`src/rtl/dive_pkg.sv`:
```
// Shared definitions for the dive game controller: state encoding and
// default timing parameters.
package dive_pkg;

  typedef enum logic [1:0] {
    IDLE    = 2'd0,
    PLAYING = 2'd1,
    PAUSED  = 2'd2,
    OVER    = 2'd3
  } dive_state_t;

  localparam int unsigned FRAMES_PER_SEC_DEF = 60;
  localparam int unsigned LOW_THRESH_DEF     = 5;
  localparam int unsigned BLINK_HALF_DEF     = 15;

endpackage

```
`src/rtl/rise_detect.sv`:
```
// Rising-edge detector: remembers the previous level and flags a 0->1 step.
// RESET_VAL selects what "previous" looks like after reset, so a level held
// high through reset can be made to produce no edge.
module rise_detect #(
  parameter logic RESET_VAL = 1'b0
) (
  input  logic fps,
  input  logic resetn,
  input  logic level,
  output logic rise
);

  logic prev;

  // Track the level seen on the previous frame.
  always_ff @(posedge fps or negedge resetn) begin
    if (!resetn) begin
      prev <= RESET_VAL;
    end else begin
      // NOTE: sequential state uses non-blocking assignments so every
      // register samples pre-edge values regardless of block ordering.
      prev <= level;
    end
  end

  assign rise = level & ~prev;

endmodule

```
`src/rtl/dive_controller.sv`:
```
// Dive game controller: game state machine, game-second timebase, survival
// counter, oxygen refill / reload pulses and blinking low-oxygen warning.
module dive_controller
  import dive_pkg::*;
#(
  parameter int unsigned FRAMES_PER_SEC = FRAMES_PER_SEC_DEF,
  parameter int unsigned LOW_THRESH     = LOW_THRESH_DEF,
  parameter int unsigned BLINK_HALF     = BLINK_HALF_DEF
) (
  input  logic       fps,
  input  logic       resetn,
  input  logic       start,
  input  logic       pause,
  input  logic [6:0] collisions,
  input  logic [3:0] upperDigit,
  input  logic [3:0] lowerDigit,
  input  logic       gameOver,
  output logic [1:0] state,
  output logic       secTick,
  output logic       refill,
  output logic       clearOxy,
  output logic       lowWarn,
  output logic [7:0] survived
);

  localparam int unsigned FW = (FRAMES_PER_SEC > 1) ? $clog2(FRAMES_PER_SEC) : 1;
  localparam int unsigned BW = $clog2(2 * BLINK_HALF);

  localparam logic [FW-1:0] FRAME_LAST = FW'(FRAMES_PER_SEC - 1);
  localparam logic [BW-1:0] BLINK_LAST = BW'(2 * BLINK_HALF - 1);
  localparam logic [BW-1:0] BLINK_MID  = BW'(BLINK_HALF);
  localparam logic [3:0]    THRESH     = 4'(LOW_THRESH);

  dive_state_t   state_q;
  logic [FW-1:0] frame_cnt;
  logic [BW-1:0] blink_cnt;

  logic start_rise;
  logic pause_rise;
  logic bubble_rise;
  logic in_bubble;
  logic warn_cond;

  assign in_bubble = |collisions;
  assign warn_cond = (state_q == PLAYING) && (upperDigit == 4'd0) &&
                     (lowerDigit <= THRESH);
  assign state     = state_q;

  // Buttons reset their history to 1 so a press held through reset is
  // not seen as an edge; the bubble history resets to 0.
  rise_detect #(.RESET_VAL(1'b1)) u_start_rise (
    .fps(fps), .resetn(resetn), .level(start), .rise(start_rise)
  );

  rise_detect #(.RESET_VAL(1'b1)) u_pause_rise (
    .fps(fps), .resetn(resetn), .level(pause), .rise(pause_rise)
  );

  rise_detect #(.RESET_VAL(1'b0)) u_bubble_rise (
    .fps(fps), .resetn(resetn), .level(in_bubble), .rise(bubble_rise)
  );

  // Game state machine with all outputs registered alongside it.
  always_ff @(posedge fps or negedge resetn) begin
    if (!resetn) begin
      state_q   <= IDLE;
      frame_cnt <= '0;
      blink_cnt <= '0;
      secTick   <= 1'b0;
      refill    <= 1'b0;
      clearOxy  <= 1'b0;
      lowWarn   <= 1'b0;
      survived  <= 8'd0;
    end else begin
      // Single-cycle pulses default low and are raised only where needed.
      secTick  <= 1'b0;
      refill   <= 1'b0;
      clearOxy <= 1'b0;

      // A new bubble contact refills only during play; edges elsewhere are
      // dropped rather than queued.
      if (state_q == PLAYING && bubble_rise) begin
        refill <= 1'b1;
      end

      unique case (state_q)
        IDLE: begin
          frame_cnt <= '0;
          if (start_rise) begin
            state_q  <= PLAYING;
            clearOxy <= 1'b1;
            survived <= 8'd0;
          end
        end
        PLAYING: begin
          if (gameOver) begin
            state_q   <= OVER;
            frame_cnt <= '0;
          end else if (pause_rise) begin
            // Frame position is frozen so play resumes mid-second.
            state_q <= PAUSED;
          end else if (frame_cnt == FRAME_LAST) begin
            frame_cnt <= '0;
            secTick   <= 1'b1;
            if (survived != 8'hFF) begin
              survived <= survived + 8'd1;
            end
          end else begin
            frame_cnt <= frame_cnt + FW'(1);
          end
        end
        PAUSED: begin
          if (pause_rise) begin
            state_q <= PLAYING;
          end
        end
        OVER: begin
          frame_cnt <= '0;
          if (start_rise) begin
            state_q <= IDLE;
          end
        end
        default: state_q <= IDLE;
      endcase

      // Warning blinks high for the first half of each period; a pause
      // freezes the blink phase and the lamp.
      if (warn_cond) begin
        lowWarn   <= (blink_cnt < BLINK_MID);
        blink_cnt <= (blink_cnt == BLINK_LAST) ? '0 : blink_cnt + BW'(1);
      end else if (state_q != PAUSED) begin
        lowWarn   <= 1'b0;
        blink_cnt <= '0;
      end
    end
  end

endmodule
```
`config.mk`:
```
export PLATFORM = sky130hd
export DESIGN_NAME = dive_controller
export DESIGN_NICKNAME = d
export VERILOG_FILES = /design/src/rtl/dive_pkg.sv /design/src/rtl/rise_detect.sv /design/src/rtl/dive_controller.sv
export SDC_FILE = /design/constraint.sdc
export NUM_CORES = 1
export LEC_CHECK = 0
export BUFFER_PORTS_ARGS = -buffer_cell sky130_fd_sc_hd__buf_2
export CAP_MARGIN = 25
export CORE_MARGIN = 4
export CORE_UTILIZATION = 58
export CTS_CLUSTER_SIZE = 14
export DETAILED_ROUTE_END_ITERATION = 6
export PLACE_DENSITY_LB_ADDON = 0.05
export SETUP_SLACK_MARGIN = 0.4
export SLEW_MARGIN = 20
export SYNTH_ARGS = -nofsm -noshare
export SYNTH_HDL_FRONTEND = slang
export SYNTH_SLANG_ARGS = --single-unit
```
`constraint.sdc`:
```
create_clock -name fps -period 2.7 [get_ports fps]
set_input_delay 0.27 -clock fps [delete_from_list [all_inputs] [get_ports fps]]
set_output_delay 0.27 -clock fps [all_outputs]
set_load 0.05 [all_outputs]
```
=== Yosys cells after proc, flatten, opt, wreduce, memory -nomap -nowiden ===
Cells that the tools add are included.

* $add $sub $neg: 3
* Multipliers: 0
* Divide/modulo/power cells: 0
* Order comparisons: 2
* Equal/unequal tests: 16
* Shifts and indexed selects: 0
* Mux-type cells: 28
* Bitwise operators: 6
* Reductions and logical operators: 13

{| class="wikitable"
|+ Operator list
! cell !! count
|-
| 2-to-1 mux 8 bit || 5
|-
| 2-to-1 mux 6 bit || 3
|-
| one-hot mux 8 bit (2 select lines) || 1
|-
| 2-to-1 mux 5 bit || 3
|-
| inequality test 2 bit (second input constant) || 6
|-
| one-hot mux 6 bit (2 select lines) || 1
|-
| 2-to-1 mux 2 bit || 5
|-
| 2-to-1 mux 1 bit || 9
|-
| adder 8 x 1 -> 8 bit (second input constant) || 1
|-
| inequality test 8 bit (second input constant) || 1
|-
| one-hot mux 2 bit (4 select lines) || 1
|-
| OR reduction 7 bit || 1
|-
| adder 6 x 1 -> 6 bit (second input constant) || 1
|-
| equality test 6 bit (second input constant) || 1
|-
| inequality test 3 bit (second input constant) || 2
|-
| AND reduction 6 bit || 1
|-
| nonzero test 2 bit || 3
|-
| adder 5 x 1 -> 5 bit (second input constant) || 1
|-
| equality test 5 bit (second input constant) || 1
|-
| less-than comparator 5 x 4 -> 1 bit (second input constant) || 1
|-
| equality test 2 bit (second input constant) || 2
|-
| <= comparator 4 x 3 -> 1 bit (second input constant) || 1
|-
| zero test 4 bit || 1
|-
| inequality test 2 x 1 -> 1 bit (second input constant) || 2
|-
| other kinds (8) || 14
|}

* Register bits: 28
* Latch bits: 0
* Memory bits (writable): 0
* Memory bits (read-only): 0
* Input port bits: 20
* Memories kept: 0

=== Depth between registers and ports, before layout ===
Gate-level depths: netlist of run 1.

* Depth in word-level cells: 6
* Depth in mapped cells: 7

=== Modules after synthesis ===
Synthesis of run 1 repeated with hierarchy kept, for this count alone.

* Cells, all modules: 160
* Area total of the unflattened synthesis: 1587.8 µm²

{| class="wikitable"
|+ By module, submodules not included
! module !! instances !! cells each !! area each (µm²) !! sequential area each (µm²)
|-
| dive_controller || 1 || 154 || 1468.9 || 625.6
|-
| rise_detect (u_pause_rise ...) || 2 || 2 || 40.0 || 26.3
|-
| rise_detect (u_bubble_rise) || 1 || 2 || 38.8 || 25.0
|}

=== Worst setup path before layout of run 1 ===
Ideal clock, no wire load.

* Path type: register -> register
* From: register state_q[0] (netlist: state[0])
* To: register survived[6]
* Setup time: 0.102 ns
* Data arrival time: 2.006 ns
* Required time: 2.598 ns
* Path slack: 0.591 ns
* Stages on the path, launching flop included: 6
* Path buffers: 0
* Clock period less this slack: 2.109 ns
* Cells stage by stage: dfrtp_1 ha_1 nor2b_1 a22oi_1 or4_1 o311ai_2

* Longest elaborated chain between the ends: 3
* Elaborated cells between the ends (all ways): 10
* Those cells by class: eq/ne (6); mux (1); reduce/logical (3)

{| class="wikitable"
|+ RTL lines
! item !! RTL line !! RTL
|-
| start, declared || dive_controller.sv:34 || <nowiki>dive_state_t state_q;</nowiki>
|-
| start signal, assigned || dive_controller.sv:66 || <nowiki>state_q <= IDLE;</nowiki>
|-
| start signal, assigned || dive_controller.sv:90 || <nowiki>state_q <= PLAYING;</nowiki>
|-
| start signal, assigned || dive_controller.sv:97 || <nowiki>state_q <= OVER;</nowiki>
|-
| equality test 2 x 1 -> 1 bit / zero test 2 bit (equally long branches) || dive_controller.sv:86 || <nowiki>unique case (state_q)</nowiki>
|-
| inequality test 2 x 1 -> 1 bit (no line) (tied with other cells) || n/a ||
|-
| AND reduction 6 bit (no line) || n/a ||
|-
| end signal, assigned || dive_controller.sv:106 || <nowiki>survived <= survived + 8'd1;</nowiki>
|-
| end, declared || dive_controller.sv:23 || <nowiki>output logic [7:0] survived</nowiki>
|}

Parallel ways exist; a longest one is shown, timed or not.
A chain may end at the register's enable or synchronous reset.

=== Worst setup path in the final report of run 1 ===
* From: register survived[0]
* To: register survived[4]

* Longest elaborated chain between the ends: 6
* Elaborated cells between the ends (all ways): 9
* Those cells by class: add/sub (1); eq/ne (2); mux (5); reduce/logical (1)

{| class="wikitable"
|+ RTL lines
! item !! RTL line !! RTL
|-
| adder 8 x 1 -> 8 bit || dive_controller.sv:106 ||
|-
| 2-to-1 mux 8 bit || dive_controller.sv:105 || <nowiki>if (survived != 8'hFF) begin</nowiki>
|-
| 2-to-1 mux 8 bit || dive_controller.sv:102 || <nowiki>end else if (frame_cnt == FRAME_LAST) begin</nowiki>
|-
| 2-to-1 mux 8 bit || dive_controller.sv:99 || <nowiki>end else if (pause_rise) begin</nowiki>
|-
| 2-to-1 mux 8 bit || dive_controller.sv:96 || <nowiki>if (gameOver) begin</nowiki>
|-
| one-hot mux 8 bit (2 select lines) || dive_controller.sv:86 ||
|}

Parallel ways exist; a longest one is shown, timed or not. The select of a mux whose other input is x is not followed.

==> impl_metrics.env, run 1 <==
export IMPL_grt_pass1_vias=1399
export IMPL_coreArea_um2=2570
export IMPL_cp_data_arrival_time_ns=2.23
export IMPL_grt_ovfl_total=0
export IMPL_finClkSkew_ns=0.0104
export IMPL_via_per_inst=6.10
export IMPL_cts_resized=0
export IMPL_grt_util_met2_pct=35.1
export IMPL_yosys_warnings=0
export IMPL_synthDistinctLibCells=45
export IMPL_final_max_slew_violation_count=0
export IMPL_syn_area_um2=1610
export IMPL_max_slew_margin_pct=59.2
export IMPL_syn_nets=196
export IMPL_yosysSeqAreaShare_pct=43.7
export IMPL_syn_inst=168
export IMPL_fill_cells=191
export IMPL_run_status="finished clean"
export IMPL_drive_gt1_share_pct=23.3
export IMPL_p_leak_nw=0.898
export IMPL_cts_made_buffers=3
export IMPL_dr_pass1_iters=4
export IMPL_cts_root_buf="clkbuf_4"
export IMPL_cp_max_fo=7
export IMPL_layout_min_cycle_time_ns=2.03
export IMPL_syn2layout_area_growth_pct=16.2
export IMPL_drv_cap=0
export IMPL_finalCritPeriodShare_pct=75.2
export IMPL_dp_cells=230
export IMPL_wl_um=3490
export IMPL_portBuffers=32
export IMPL_antenna_found_initial=0
export IMPL_post_cts_setup_buffers=0
export IMPL_grt_max_degree=29
export IMPL_drc=0
export IMPL_synth_area_leaders="dfrtp_1 (40%), ha_1 (6.2%), o21ai_0 (4.0%), nand4_1 (3.5%), dfstp_2 (3.3%)"
export IMPL_worstHoldPathCells=1
export IMPL_synth_top_cell_area_share_pct=40.4
export IMPL_finalHoldViolCount=0
export IMPL_final_cell_count_no_fill=236
export IMPL_p_total_mw=1.54
export IMPL_critPathCaptureType="register"
export IMPL_die_area_um2=3680
export IMPL_grt_pass1_wl_um=6000
export IMPL_fin_nets=235
export IMPL_vdd_drop_max_uv=993
export IMPL_critical_path_required_ns=2.90
export IMPL_synth_seq_cells=28
export IMPL_ctsHoldBuffers=1
export IMPL_cts_tree="yes"
export IMPL_rr_worst_depth=5
export IMPL_cts_htree_levels=1
export IMPL_detail_route_antenna_nets=0
export IMPL_met1_usage_pct=27.8
export IMPL_boundaryPins=34
export IMPL_clockBufferDepth=2
export IMPL_die_w_um=60.7
export IMPL_antennaDiodeCount=0
export IMPL_syn_avg_cell_area_um2=9.59
export IMPL_vias=1440
export IMPL_clkLatencyLatePin_ns=0.31
export IMPL_detail_route_wl_per_cell_um=14.8
export IMPL_chipHeight_um=60.7
export IMPL_critPathLaunchType="register"
export IMPL_fmax_mhz=492
export IMPL_worst_slew_pin_slew_ns=0.613
export IMPL_hold_class="in2reg"
export IMPL_drt_iter0_drc=93
export IMPL_cts_sinks=28
export IMPL_routabilityCongestion=0.828
export IMPL_path_class="reg2reg"
export IMPL_multi_input_area_um2=857
export IMPL_setup_viol=0
export IMPL_met3_usage_pct=3.40
export IMPL_start_util_pct=62.7
export IMPL_cts_clk_slew_worst_paths_ns=0.15
export IMPL_ff_latch_area_um2=703
export IMPL_grt_busiest_layer="met2"
export IMPL_placementRows=18
export IMPL_hpwl_um=2640
export IMPL_pwr_density_cell_nw_per_um2=825
export IMPL_yosys_area_top_type="dfrtp_1"
export IMPL_rsz0062_at_grt="no"
export IMPL_grt_total_usage_pct=21.1
export IMPL_setup_tns_ns=0
routing by layer:
metal,vias to the layer above,share of wire [%]
li1,708,-
met3,6,6.0
met2,49,46
met1,677,46
met4,0,1.4
met5,-,0
layout by cell type, fill, tap and decap left out, types with 5 or more instances in the layout:
| cell | n |
|---|---|
| nor2_1 | 8 |
| dfrtp_1 | 26 |
| ha_1 | 8 |
| a21oi_1 | 5 |
| inv_1 | 8 |
| nor2b_1 | 5 |
| nand2_1 | 13 |
| o21ai_0 | 13 |
| nand4_1 | 9 |
| nand3_1 | 8 |
| buf_2 | 32 |
| a21o_1 | 5 |
final timing paths:
kind                                         startpoint                     endpoint  slack (ns)
setup / recovery                survived[0]$_DFFE_PN0P_      survived[4]$_DFFE_PN0P_        0.67
hold / removal                                    pause  u_pause_rise.prev$_DFF_PN1_        0.06
setup reg to reg                survived[0]$_DFFE_PN0P_      survived[4]$_DFFE_PN0P_        0.67
hold reg to reg            u_bubble_rise.prev$_DFF_PN0_             refill$_DFF_PN0_        0.42
max in group asynchronous                        resetn     frame_cnt[2]$_DFFE_PN0P_        1.82
min in group asynchronous                        resetn      survived[1]$_DFFE_PN0P_        0.47
synth_stat cells (all sizes together):
cell	instances
or4	1
nor3	2
xor2	3
dfrtp	26
a22oi	1
o211ai	3
o311ai	2
o211a	1
and4	1
nor2	8
clkbuf	2
nand3	8
ha	8
clkinv	2
o22ai	1
dfstp	2
a31o	2
and3	3
nor3b	1
nor4	4
and2	1
a21o	5
a41o	1
a31oi	4
nand4b	1
o31a	1
a211oi	5
nand4	9
o21a	2
a2bb2oi	1
nand2b	4
o21ai	15
or2	2
inv	8
a21oi	5
o31ai	1
xnor2	2
o21bai	2
nand2	13
nor2b	5
through the flow:
stage               setup slack (ns)  instance area (µm²)  util (%)  hold WS (ns)
finish                         0.669                 1870      72.9        0.0566
global route                   0.474                 1870      72.9        0.0304
CTS                            0.672                 1860      72.5        0.0305
detailed placement             0.710                 1820      70.7         0.321
global placement               0.791                 1820      70.7         0.313
floorplan                      0.591                 1610         -       -0.0256
state kept, by name (all words and copies together), names as in the netlist:
register	count
survived	8
frame_cnt	6
blink_cnt	5
state	2
clearOxy	1
lowWarn	1
refill	1
secTick	1
u_bubble_rise.prev	1
u_pause_rise.prev	1
u_start_rise.prev	1
cells by family (layout without fill, tap and decap cells):
family / count (synthesis) / count (layout) / synth area share, %
buf+inv: 12 / 50 / 3.11
compound gates: 52 / 52 / 22.3
flops: 28 / 28 / 43.7
fa+ha+maj: 8 / 8 / 6.22
xor+xnor: 5 / 5 / 2.72
simple gates: 63 / 63 / 22.0
critical path, stage by stage (launching register included):
cell	delay, ns
dfrtp_1	0.47
ha_1	0.28
and3_1	0.23
a211oi_2	0.47
nand4_1	0.15
o311ai_1	0.31
where the power goes:
| group | internal [mW] | switching [mW] | total [mW] | leakage, nW |
|---|---|---|---|---|
| logic | 0.264 | 0.521 | 0.786 | 0.511 |
| registers | 0.483 | 0.0780 | 0.561 | 0.365 |
| clock network | 0.0823 | 0.114 | 0.197 | 0.0210 |
| total | 0.830 | 0.714 | 1.54 | 0.898 |
cell type report:
class | instances | area share, %
Clock buffer | 4 | 1.94
Tap cell | 30 | 2.01
Inverter | 10 | 2.27
Multi-Input combinational cell | 128 | 45.8
Timing Repair Buffer | 36 | 10.4
Sequential cell | 28 | 37.6
Power figures use the tool's default switching activity.
==> run 2, diff against run 1 <==
CORE_UTILIZATION = 48   (was 58)
clock period = 1.7 ns   (was 2.7 ns; I/O delays follow)
==> run 2 against run 1 <==
Compared with the run above: the flow now finishes with violations (setup timing); hold slack worse by 0.024 ns; fmax is 13% higher; first-iteration DRC count is 68% higher; sequential cell count stayed put; global-route usage is 3.9 points higher; worst setup slack worse by 0.76 ns; critical path depth is 1 higher; routed wire length is 56% higher; utilization is 13 points higher; critical path type unchanged.
==> impl_metrics.env, run 2 (synthesis gave the netlist of run 1 again) <==
export IMPL_die_area_um2=4350
export IMPL_p_leak_nw=1.20
export IMPL_clkLatencyLatePin_ns=0.34
export IMPL_layout_commonest_cell="buf_4"
export IMPL_fin_nets=281
export IMPL_max_slew_margin_pct=56.9
export IMPL_ff_latch_area_um2=712
export IMPL_met1_usage_pct=31.0
export IMPL_detail_route_antenna_nets=0
export IMPL_cts_htree_levels=1
export IMPL_p_total_mw=3.81
export IMPL_final_max_slew_violation_count=0
export IMPL_wl_um=5430
export IMPL_antennaDiodeCount=0
export IMPL_fmax_mhz=559
export IMPL_via_per_inst=5.80
export IMPL_largestRegisters="survived: 8 flops, frame_cnt: 6 flops, blink_cnt: 5 flops"
export IMPL_final_setup_worst_slack_ns=-0.0895
export IMPL_chipHeight_um=65.9
export IMPL_crit_path_end="survived[6]$_DFFE_PN0P_"
export IMPL_start_util_pct=51.5
export IMPL_reg2reg_from="state[1]$_DFFE_PN0P_"
export IMPL_violations="setup timing"
export IMPL_run_status="finished, violations left"
export IMPL_critPathCaptureType="register"
export IMPL_largest_register="survived"
export IMPL_boundaryPins=34
export IMPL_die_w_um=65.9
export IMPL_grt_total_usage_pct=24.9
export IMPL_drc=0
export IMPL_grt_pass1_wl_um=8250
export IMPL_dp_cells=262
export IMPL_portBuffers=32
export IMPL_dr_pass1_iters=4
export IMPL_vias=1717
export IMPL_setup_viol=9
export IMPL_cts_sinks=28
export IMPL_layout_min_cycle_time_ns=1.79
export IMPL_rrSetupSlack_ns=-0.09
export IMPL_coreArea_um2=3130
export IMPL_cp_max_fo=3
export IMPL_rr_endpoint="survived[6]$_DFFE_PN0P_"
export IMPL_finalHoldViolCount=0
export IMPL_routabilityCongestion=0.861
export IMPL_fill_cells=158
export IMPL_multi_input_area_um2=1170
export IMPL_cts_clk_slew_worst_paths_ns=0.16
export IMPL_antenna_found_initial=0
export IMPL_finClkSkew_ns=0.00551
export IMPL_critPathLaunchType="register"
export IMPL_dp_slack_ns=-0.0506
export IMPL_cts_made_buffers=3
export IMPL_clockBufferDepth=2
export IMPL_worst_slew_pin_slew_ns=0.643
export IMPL_cp_data_arrival_time_ns=2.05
export IMPL_hold_class="in2reg"
export IMPL_mostFrequentLayoutCells="buf_4 (31), buf_2 (23), dfrtp_1 (19)"
export IMPL_placed_area_um2=2100
export IMPL_path_class="reg2reg"
export IMPL_grt_util_met2_pct=43.2
export IMPL_drt_iter0_drc=156
export IMPL_final_cell_count_no_fill=296
export IMPL_pwr_density_cell_nw_per_um2=1410
export IMPL_cts_tree="yes"
export IMPL_finalCritPeriodShare_pct=105
export IMPL_placementRows=20
export IMPL_drive_gt1_share_pct=56.7
export IMPL_grt_ovfl_total=0
export IMPL_hpwl_um=3070
export IMPL_detail_route_wl_per_cell_um=18.3
export IMPL_critPathLaunch="state[1]$_DFFE_PN0P_"
export IMPL_grt_max_degree=29
export IMPL_vdd_drop_max_uv=1050
export IMPL_rr_worst_depth=6
export IMPL_rsz0062_at_grt="yes"
export IMPL_largest_reg_flops=8
export IMPL_critical_path_required_ns=1.96
export IMPL_drv_cap=0
export IMPL_syn2layout_area_growth_pct=67.5
export IMPL_fin_area_um2=2700
export IMPL_grt_pass1_vias=1783
export IMPL_met3_usage_pct=3.40
export IMPL_grt_busiest_layer="met2"
export IMPL_cts_root_buf="clkbuf_4"
==> run 2: worst min-delay path by stage <==
stage	startpoint	end	slack, ns	depth (start not counted)
floorplan	resetn	blink_cnt[0]$_DFFE_PN0P_	-0.13	0
global placement	resetn	refill$_DFF_PN0_	0.22	1
detailed placement	resetn	u_bubble_rise.prev$_DFF_PN0_	0.23	1
CTS	collisions[6]	u_bubble_rise.prev$_DFF_PN0_	0.03	3
global route	collisions[6]	u_bubble_rise.prev$_DFF_PN0_	0.03	3
finish	collisions[6]	u_bubble_rise.prev$_DFF_PN0_	0.03	3
==> run 2: what timing repair did <==
item / CTS / global route
setup buffers: 19 / 8
resized for setup: 55 / 29
hold buffers: 3 / 0
pin swaps: 23 / 16
endpoints found under the hold margin: 28 / 0
setup endpoints to repair: 28 / 33
==> run 2: per-layer routing <==
| layer | share of wire, % | vias to the layer above | wire length (µm) |
|---|---|---|---|
| li1 | - | 798 | - |
| met1 | 41 | 860 | 2250 |
| met2 | 54 | 50 | 2910 |
| met3 | 3.7 | 9 | 202 |
| met4 | 1.3 | 0 | 68 |
| met5 | 0 | - | 0 |
==> run 2: final cells by class <==
cell class	instances	area share (%)
timing repair buffer	82	25.0
multi-input combinational	128	43.4
clock buffer	4	1.35
inverter	10	1.81
tap	44	2.04
sequential	28	26.4
==> run 2: worst max-delay path, cell delays in order, from the launching register on <==
cell      delay [ns]
dfrtp_2         0.46
inv_4           0.10
ha_4            0.16
nor2b_4         0.20
a22oi_2         0.09
or4_4           0.48
o311ai_2        0.22
==> run 2: where the power goes <==
group	internal (mW)	total [mW]	switching, mW	leakage, nW
Clock	0.131	0.342	0.211	0.0210
Combinational	1.23	2.58	1.35	0.827
Sequential	0.774	0.888	0.114	0.356
==> run 2: stage by stage <==
| stage | setup TNS (ns) | utilization, % | hold WS, ns |
|---|---|---|---|
| after floorplan | -0.238 | - | -0.126 |
| after global placement | -0.0169 | 67.0 | 0.218 |
| after detailed placement | -0.0506 | 67.0 | 0.231 |
| after CTS | -0.0763 | 80.9 | 0.0320 |
| after global routing | -1.11 | 86.2 | 0.0333 |
| final | -0.268 | 86.2 | 0.0321 |
==> run 3, diff against run 2 <==
MAX_ROUTING_LAYER = met4   (was unset)
==> run 3 against run 2 <==
Compared with the run above: the run still ends with setup timing left; die area stayed put; final cell count unchanged; via count up 1.4%; power is 0.12% higher; clock skew shrank 0.0034 ns; utilization unchanged; sequential power about the same; largest cell class unchanged; largest power group unchanged; highest routed layer unchanged.
==> impl_metrics.env, run 3 (synthesis gave the netlist of run 1 again) <==
export IMPL_run_status="finished, violations left"
export IMPL_violations="setup timing"
export IMPL_boundaryPins=34
export IMPL_grt_max_degree=29
export IMPL_coreArea_um2=3130
export IMPL_layout_min_cycle_time_ns=1.79
export IMPL_ff_latch_area_um2=712
export IMPL_vdd_drop_max_uv=1050
export IMPL_dp_cells=262
export IMPL_grt_pass1_vias=1777
export IMPL_largest_register="survived"
export IMPL_reg2reg_from="state[1]$_DFFE_PN0P_"
export IMPL_final_max_slew_violation_count=0
export IMPL_cts_made_buffers=3
export IMPL_crit_cells=6
export IMPL_p_total_mw=3.81
export IMPL_wl_met1_um=2300
export IMPL_largest_reg_flops=8
export IMPL_syn2layout_area_growth_pct=67.5
export IMPL_drt_iter0_drc=129
export IMPL_placed_area_um2=2100
export IMPL_critPathTopFamily="simple AND/OR/NAND/NOR gates"
export IMPL_cts_root_buf="clkbuf_4"
export IMPL_fin_area_um2=2700
export IMPL_grt_ovfl_total=0
export IMPL_p_leak_nw=1.20
export IMPL_cts_htree_levels=1
export IMPL_drive_gt1_share_pct=56.7
export IMPL_fill_cells=158
export IMPL_max_slew_margin_pct=56.8
export IMPL_cts_sinks=28
export IMPL_placementRows=20
export IMPL_critical_path_required_ns=1.96
export IMPL_drv_cap=0
export IMPL_vias=1741
export IMPL_fmax_mhz=558
export IMPL_top_layer="met4"
export IMPL_critical_path_max_stage_delay_ns=0.48
export IMPL_critPathLaunch="state[1]$_DFFE_PN0P_"
export IMPL_path_class="reg2reg"
export IMPL_hpwl_um=3070
export IMPL_finalCritPeriodShare_pct=105
export IMPL_detail_route_wl_per_cell_um=18.5
export IMPL_cts_clk_slew_worst_paths_ns=0.16
export IMPL_via_per_inst=5.88
export IMPL_final_setup_worst_slack_ns=-0.0927
export IMPL_die_area_um2=4350
export IMPL_wl_um=5470
export IMPL_hold_class="in2reg"
export IMPL_mostFrequentLayoutCells="buf_4 (31), buf_2 (23), dfrtp_1 (19)"
export IMPL_cp_slowest_cell="or4_4"
export IMPL_antenna_found_initial=0
export IMPL_antennaDiodeCount=0
export IMPL_chipHeight_um=65.9
export IMPL_drc=0
export IMPL_multi_input_area_um2=1170
export IMPL_start_util_pct=51.5
export IMPL_final_cell_count_no_fill=296
export IMPL_die_w_um=65.9
export IMPL_rr_endpoint="survived[6]$_DFFE_PN0P_"
export IMPL_finalHoldViolCount=0
export IMPL_grt_total_usage_pct=25.7
export IMPL_crit_buf_inv=1
export IMPL_critPathLaunchType="register"
export IMPL_route_met3_wl_um=223
export IMPL_clockBufferDepth=2
export IMPL_critical_path_cell_chain="inv_4 > ha_4 > nor2b_4 > a22oi_2 > or4_4 > o311ai_2"
export IMPL_wl_met2_um=2880
export IMPL_cts_tree="yes"
export IMPL_pwr_density_cell_nw_per_um2=1410
export IMPL_dp_slack_ns=-0.0506
export IMPL_setup_tns_ns=-0.312
export IMPL_hold_start="collisions[6]"
export IMPL_cp_data_arrival_time_ns=2.05
export IMPL_finClkSkew_ns=0.00215
export IMPL_largestRegisters="survived: 8 flops, frame_cnt: 6 flops, blink_cnt: 5 flops"
export IMPL_worst_slew_pin_slew_ns=0.645
export IMPL_rrSetupSlack_ns=-0.09
export IMPL_holdPathEnd="u_bubble_rise.prev$_DFF_PN0_"
export IMPL_dr_pass1_iters=4
export IMPL_critPathCaptureType="register"
export IMPL_worstHoldPathCells=3
export IMPL_cp_max_fo=3
export IMPL_rr_worst_depth=6
export IMPL_fin_nets=281
export IMPL_routabilityCongestion=0.875
export IMPL_grt_pass1_wl_um=8270
export IMPL_clkLatencyLatePin_ns=0.34
export IMPL_layout_commonest_cell="buf_4"
export IMPL_rsz0062_at_grt="yes"
export IMPL_portBuffers=32
export IMPL_setup_viol=10
export IMPL_detail_route_antenna_nets=0
[run 3: what timing repair did]
action                                  4_1_cts  5_1_grt
endpoints found under the setup margin       28       33
buffers inserted                             19        8
gates resized for setup                      55       29
endpoints found under the hold margin        28        0
hold buffers                                  3        0
pin swaps                                    23       16
[run 3: final cells by class]
cell class | count | share of cell area, %
well taps | 44 | 2.04
multi-input cells | 128 | 43.4
clock buffers | 4 | 1.35
flip-flops and latches | 28 | 26.4
repair buffers | 82 | 25.0
inverters | 10 | 1.81
[run 3: metal layers]
| layer | up-vias | track usage, % |
|---|---|---|
| li1 | 801 | - |
| met1 | 866 | 31.5 |
| met2 | 63 | 43.3 |
| met3 | 11 | 2.89 |
| met4 | 0 | 10.1 |
| met5 | - | - |
[run 3: worst min-delay path, delay by kind of cell]
kind | cells | cell delay (ns)
and+or+nand+nor | 2 | 0.10
buffers and inverters | 1 | 0.07
[run 3: worst max-delay path by stage]
stage / endpoint / slack [ns]
after floorplan: survived[6]$_DFFE_PN0P_ / -0.13
after global placement: survived[6]$_DFFE_PN0P_ / -0.02
after detailed placement: survived[6]$_DFFE_PN0P_ / -0.05
after CTS: survived[6]$_DFFE_PN0P_ / -0.08
after global routing: survived[6]$_DFFE_PN0P_ / -0.16
final: survived[6]$_DFFE_PN0P_ / -0.09
[run 3: metrics by stage]
stage / util, % / hold slack (ns)
2_1_floorplan: - / -0.126
3_3_place_gp: 67.0 / 0.218
3_5_place_dp: 67.0 / 0.231
4_1_cts: 80.9 / 0.0320
5_1_grt: 86.2 / 0.0333
6_report: 86.2 / 0.0275
[run 3: report_power, final]
group	switching, mW	internal (mW)	leakage (nW)
Combinational	1.35	1.23	0.827
Sequential	0.115	0.774	0.356
Clock	0.213	0.131	0.0210
Total	1.68	2.13	1.20
